**config.mk**
```make
export PLATFORM = sky130hd
export DESIGN_NAME = data_bus_adapter
export DESIGN_NICKNAME = d
export VERILOG_FILES = /design/src/rtl/data_bus_adapter.sv
export SDC_FILE = /design/constraint.sdc
export NUM_CORES = 1
export LEC_CHECK = 0
export BUFFER_PORTS_ARGS = -buffer_cell sky130_fd_sc_hd__clkbuf_2
export CORE_UTILIZATION = 48
export CTS_BUF_LIST = sky130_fd_sc_hd__clkbuf_16
export DETAILED_ROUTE_END_ITERATION = 12
export PLACE_DENSITY_LB_ADDON = 0.1
export SLEW_MARGIN = 20
export SYNTH_ARGS = -nofsm -noshare
export SYNTH_HDL_FRONTEND = slang
export SYNTH_SLANG_ARGS = --single-unit
```
**constraint.sdc**
```tcl
create_clock -name clk -period 2.3 [get_ports clk]
set_input_delay 0.46 -clock clk [delete_from_list [all_inputs] [get_ports clk]]
set_output_delay 0.46 -clock clk [all_outputs]
set_load 0.02 [all_outputs]
```
**src/rtl/data_bus_adapter.sv**
```systemverilog
// data_bus_adapter: turns one LSU access into one req/gnt/rvalid data-bus
// transaction. Byte enables and store data are shifted up to the addressed
// lane. Load data is shifted back down to lane 0. Misaligned accesses are
// rejected without touching the bus.
// Optional feature macro: DATA_BUS_TIMEOUT_EN enables a watchdog. If the
// bus does not complete within TIMEOUT_CYCLES, the watchdog ends the access
// with an error.
module data_bus_adapter #(
    parameter int DATA_WIDTH     = 32,
    parameter int ADDR_WIDTH     = 32,
    parameter int TIMEOUT_CYCLES = 255
) (
    input  logic                  clk,
    input  logic                  rst,
    input  logic                  lsu_req_i,
    input  logic                  lsu_we_i,
    input  logic [ADDR_WIDTH-1:0] lsu_addr_i,
    input  logic [3:0]            lsu_be_i,
    input  logic [DATA_WIDTH-1:0] lsu_wdata_i,
    output logic                  lsu_stall_o,
    output logic                  lsu_rvalid_o,
    output logic [DATA_WIDTH-1:0] lsu_rdata_o,
    output logic                  lsu_err_o,
    output logic                  bus_req_o,
    input  logic                  bus_gnt_i,
    output logic [ADDR_WIDTH-1:0] bus_addr_o,
    output logic                  bus_we_o,
    output logic [3:0]            bus_be_o,
    output logic [DATA_WIDTH-1:0] bus_wdata_o,
    input  logic                  bus_rvalid_i,
    input  logic [DATA_WIDTH-1:0] bus_rdata_i
);

    typedef enum logic [1:0] {IDLE, REQ, RESP, DONE} state_t;

    state_t     state, state_nxt;
    logic [1:0] off, off_q;
    logic       accepting, misaligned, accept;
    logic       tmo_hit, tmo_err;

    assign off       = lsu_addr_i[1:0];
    assign accepting = (state == IDLE) || (state == DONE);
    assign accept    = accepting && lsu_req_i && !misaligned;

    // Legal patterns: a byte anywhere, a halfword on an even offset,
    // a word on offset 0
    always_comb begin
        misaligned = 1'b1;
        case (lsu_be_i)
            4'b0001: misaligned = 1'b0;
            4'b0011: misaligned = off[0];
            4'b1111: misaligned = (off != 2'b00);
            default: misaligned = 1'b1;
        endcase
    end

`ifdef DATA_BUS_TIMEOUT_EN
    localparam int CNT_W = $clog2(TIMEOUT_CYCLES + 1);
    localparam logic [CNT_W-1:0] TMO_LAST = CNT_W'(TIMEOUT_CYCLES - 1);

    logic [CNT_W-1:0] tmo_cnt;
    logic             tmo_q;

    // The timeout fires on the cycle that would bring the count to TIMEOUT_CYCLES
    assign tmo_hit = ((state == REQ) || (state == RESP)) && (tmo_cnt == TMO_LAST);
    assign tmo_err = (state == DONE) && tmo_q;

    // The watchdog counts the cycles spent waiting on the bus. tmo_q marks
    // the DONE cycle that the timeout produced.
    always_ff @(posedge clk) begin
        if (rst) begin
            tmo_cnt <= '0;
            tmo_q   <= 1'b0;
        end else begin
            if (accept)
                tmo_cnt <= '0;
            else if ((state == REQ) || (state == RESP))
                tmo_cnt <= tmo_cnt + 1'b1;
            tmo_q <= tmo_hit;
        end
    end
`else
    logic unused_tmo_cfg;

    assign tmo_hit        = 1'b0;
    assign tmo_err        = 1'b0;
    assign unused_tmo_cfg = ^TIMEOUT_CYCLES;
`endif

    // State register
    always_ff @(posedge clk) begin
        if (rst)
            state <= IDLE;
        else
            state <= state_nxt;
    end

    // Next-state logic. The bus grant is only looked at in REQ and the
    // response only in RESP, so a stray handshake elsewhere has no effect.
    always_comb begin
        state_nxt = state;
        case (state)
            IDLE: if (accept) state_nxt = REQ;
            REQ: begin
                if (tmo_hit)        state_nxt = DONE;
                else if (bus_gnt_i) state_nxt = RESP;
            end
            RESP: begin
                if (tmo_hit)           state_nxt = DONE;
                else if (bus_rvalid_i) state_nxt = DONE;
            end
            DONE:    state_nxt = accept ? REQ : IDLE;
            default: state_nxt = IDLE;
        endcase
    end

    assign bus_req_o    = (state == REQ);
    assign lsu_rvalid_o = (state == DONE);
    assign lsu_stall_o  = accept || (state == REQ) || (state == RESP);
    assign lsu_err_o    = (accepting && lsu_req_i && misaligned) || tmo_err;

    // Bus-side registers load on acceptance and stay stable for the whole
    // transaction. Load data is captured, shifted down to lane 0, when the
    // response arrives.
    always_ff @(posedge clk) begin
        if (rst) begin
            bus_addr_o  <= '0;
            bus_we_o    <= 1'b0;
            bus_be_o    <= '0;
            bus_wdata_o <= '0;
            off_q       <= '0;
            lsu_rdata_o <= '0;
        end else begin
            if (accept) begin
                bus_addr_o  <= {lsu_addr_i[ADDR_WIDTH-1:2], 2'b00};
                bus_we_o    <= lsu_we_i;
                bus_be_o    <= lsu_be_i << off;
                bus_wdata_o <= lsu_wdata_i << {off, 3'b000};
                off_q       <= off;
            end
            if (tmo_hit)
                lsu_rdata_o <= '0;
            else if ((state == RESP) && bus_rvalid_i)
                lsu_rdata_o <= bus_we_o ? '0 : (bus_rdata_i >> {off_q, 3'b000});
        end
    end

endmodule

```
==> results_dict.tcl <==
set metrics [dict create \
    status "complete, no violations" \
    gp_congestion 0.863 \
    syn2layout_area_growth_pct 31.3 \
    mostFrequentLayoutCells "205 x clkbuf_2, 101 x dfxtp_1, 80 x a21oi_1" \
    dp_hpwl_um 10400 \
    core-area_mm2 0.00982 \
    synthCells 555 \
    ios 211 \
    die_x_um 103 \
    cp_max_fo 5 \
    finalCriticalPeriod_ns 2.22 \
    num_vias 5039 \
    grt_antenna_before_repair 0 \
    finalCritPeriodShare_pct 96.4 \
    grt_use_met2_pct 43.7 \
    drtAntennaViolNets 0 \
    grt_overflow 0 \
    p_sw_mw 1.44 \
    htreeDepth 3 \
    tightest_slew_ns 1.15 \
    root_buffer "clkbuf_16" \
    drt_wl_total_um 14800 \
    swShare_pct 30.7 \
    dp.cells 853 \
    grt_pass1_vias 4512 \
    yosysUniqueCellTypes 37 \
    clock_skew_ns 0.00825 \
    routedWlPerCell_um 17.0 \
    hold_slack_ns 0.338 \
    p_leak_nw 2.68 \
    setup_violations 0 \
    n_antenna_cell 0 \
    cts_tree "yes" \
    io_buffers 208 \
    start_kind "flop" \
    via_per_inst 5.79 \
    worstPathArrival_ns 1.76 \
    p_int_mw 3.25 \
    finalNetCount 844 \
    layout.cells.most_common "clkbuf_2" \
    yosys_warnings 0 \
    fmax_mhz 451 \
    min_path_type "in2reg" \
    drc 0 \
    drv_slew 0 \
    avgSynthCellArea_um2 8.81 \
    fin_ws_ns 0.0831 \
    postLayoutCoreUtil_pct 65.4 \
    core.rowCount 36 \
    grt_max_degree 56 \
    syn_area_mm2 0.00489 \
    combPwrFrac_pct 23.8 \
    yosysSeqAreaShare_pct 42.2 \
    rsz0062_at_grt "no" \
    maxSlewHeadroom_pct 22.7 \
    p_per_area_mw_per_mm2 730 \
    grt_use_met1_pct 35.4 \
    setup_tns_ns 0 \
    yosys_most_used_dff "dfxtp_1" \
    drtIter0Drc 218 \
    ys_seq_elements 103 \
    required_ns 1.84 \
    fp.dieH_um 103 \
    synthArstFlopShare_pct 0 \
    critPathKind "reg2out" \
    finalHoldViolations 0 \
    drtPass1Iterations 5 \
    grt.busiest_layer "met2" \
    dpl_worst_slack_ns 0.208 \
    dieArea_mm2 0.0106 \
    clkTransAtPathRegs_ns 0.08 \
    clockBufferDepth 2 \
    drv_cap 0 \
    cts_num_sinks 103 \
    start_util_pct 49.8 \
    grt_pass1_wl_um 22200 \
    clkPwrFrac_pct 35.9 \
    p_seq_share_pct 40.3 \
    fin_cells 871 \
    worstSkewPairLatency_ns 0.35 \
    synth-edff-count 0 \
    cp-end-kind "output pin" \
    drive_above_1_share_pct 38.1 \
    numCtsBuffers 9 \
    vdd_ir_drop_max_mv 0.432 \
    grt_usage_pct 27.0 \
    grtUsageMet3_pct 5.36 \
]
layer usage:
| metal | vias up | wire (µm) |
|---|---|---|
| met2 | 215 | 7130 |
| met1 | 2391 | 6200 |
| met4 | 0 | 329 |
| met3 | 25 | 1120 |
| li1 | 2408 | - |
| met5 | - | 0 |
stage by stage:
step	total power, mW	instance area (µm²)
5_1_grt	4.88	6420
3_3_place_gp	2.90	6020
4_1_cts	4.68	6410
2_1_floorplan	2.56	4890
6_report	4.69	6420
3_5_place_dp	2.92	6020
power groups by stage:
stage	Combinational (mW)	Sequential (mW)	Clock, mW
final	1.12	1.89	1.69
after global routing	1.21	1.89	1.78
after floorplan	0.596	1.97	0
after detailed placement	0.996	1.92	0
after CTS	1.10	1.88	1.70
after global placement	0.978	1.92	0
what timing repair did:
| action | in CTS | in global routing |
|---|---|---|
| cloned | 1 | 0 |
| hold endpoints to repair | 0 | 0 |
| hold buffers | 0 | 0 |
| buffers inserted | 0 | 1 |
| setup endpoints to repair | 2 | 1 |
| pin swaps | 0 | 0 |
| gates resized for setup | 6 | 4 |
state kept, by name, summed over array words and instances (netlist names):
signal / cells
lsu_rdata_o: 32
bus_be_o: 4
state: 2
bus_we_o: 1
bus_addr_o: 30
off_q: 2
bus_wdata_o: 32
synthesized netlist by cell type, types with 5 or more instances:
| library cell | number | area share [%] |
|---|---|---|
| nand2_1 | 12 | 0.92 |
| a22oi_1 | 32 | 4.9 |
| buf_4 | 5 | 0.77 |
| dfxtp_1 | 103 | 42 |
| o21ai_0 | 60 | 6.1 |
| a211oi_1 | 9 | 1.4 |
| ha_1 | 5 | 1.3 |
| buf_2 | 5 | 0.51 |
| nand3_1 | 33 | 3.4 |
| clkbuf_1 | 48 | 3.7 |
| o2111ai_1 | 9 | 1.6 |
| mux2i_1 | 26 | 5.3 |
| a21oi_1 | 80 | 8.2 |
| o2bb2ai_1 | 8 | 1.4 |
| nor2_1 | 46 | 3.5 |
| nand4_1 | 9 | 1.2 |
| mux2_2 | 17 | 3.9 |
| or4_1 | 9 | 1.4 |
| mux4_2 | 8 | 3.7 |
critical path, stage by stage, from the launching register on:
cell and delay, ns:
dfxtp_4 0.38, inv_2 0.07, ha_4 0.29, nand2b_4 0.14
nor2_1 0.06, or3_1 0.30, buf_2 0.17
area by class of cell:
type                            instances  area, µm²
Multi-Input combinational cell        387       2580
Sequential cell                       103       2070
Fill cell                             885       3400
Timing Repair Buffer                  228       1260
Inverter                                4       15.0
Clock inverter                          7        104
Clock buffer                            9        225
Tap cell                              133        166
worst paths after layout:
kind | depth (start not counted) | to | slack, ns | from
worst max-delay path | 6 | lsu_stall_o | 0.08 | state[0]
worst min-delay path | 3 | bus_addr_o[18] | 0.34 | lsu_addr_i[18]
worst max register to register | 6 | lsu_rdata_o[7] | 0.20 | state[0]
worst min register to register | 2 | bus_addr_o[18] | 0.48 | bus_addr_o[18]
cell families after synthesis:
family                   Yosys count  share of synthesized area (%)
other                              1                         0.0767
AND/OR/NAND/NOR                  123                           12.3
flip-flops                       103                           42.2
AO/OA/AOI/OAI                    206                           25.5
multiplexers                      51                           12.9
buffers and inverters             66                           5.73
adder cells (fa/ha/maj)            5                           1.28
Power figures use the tool's default switching activity.
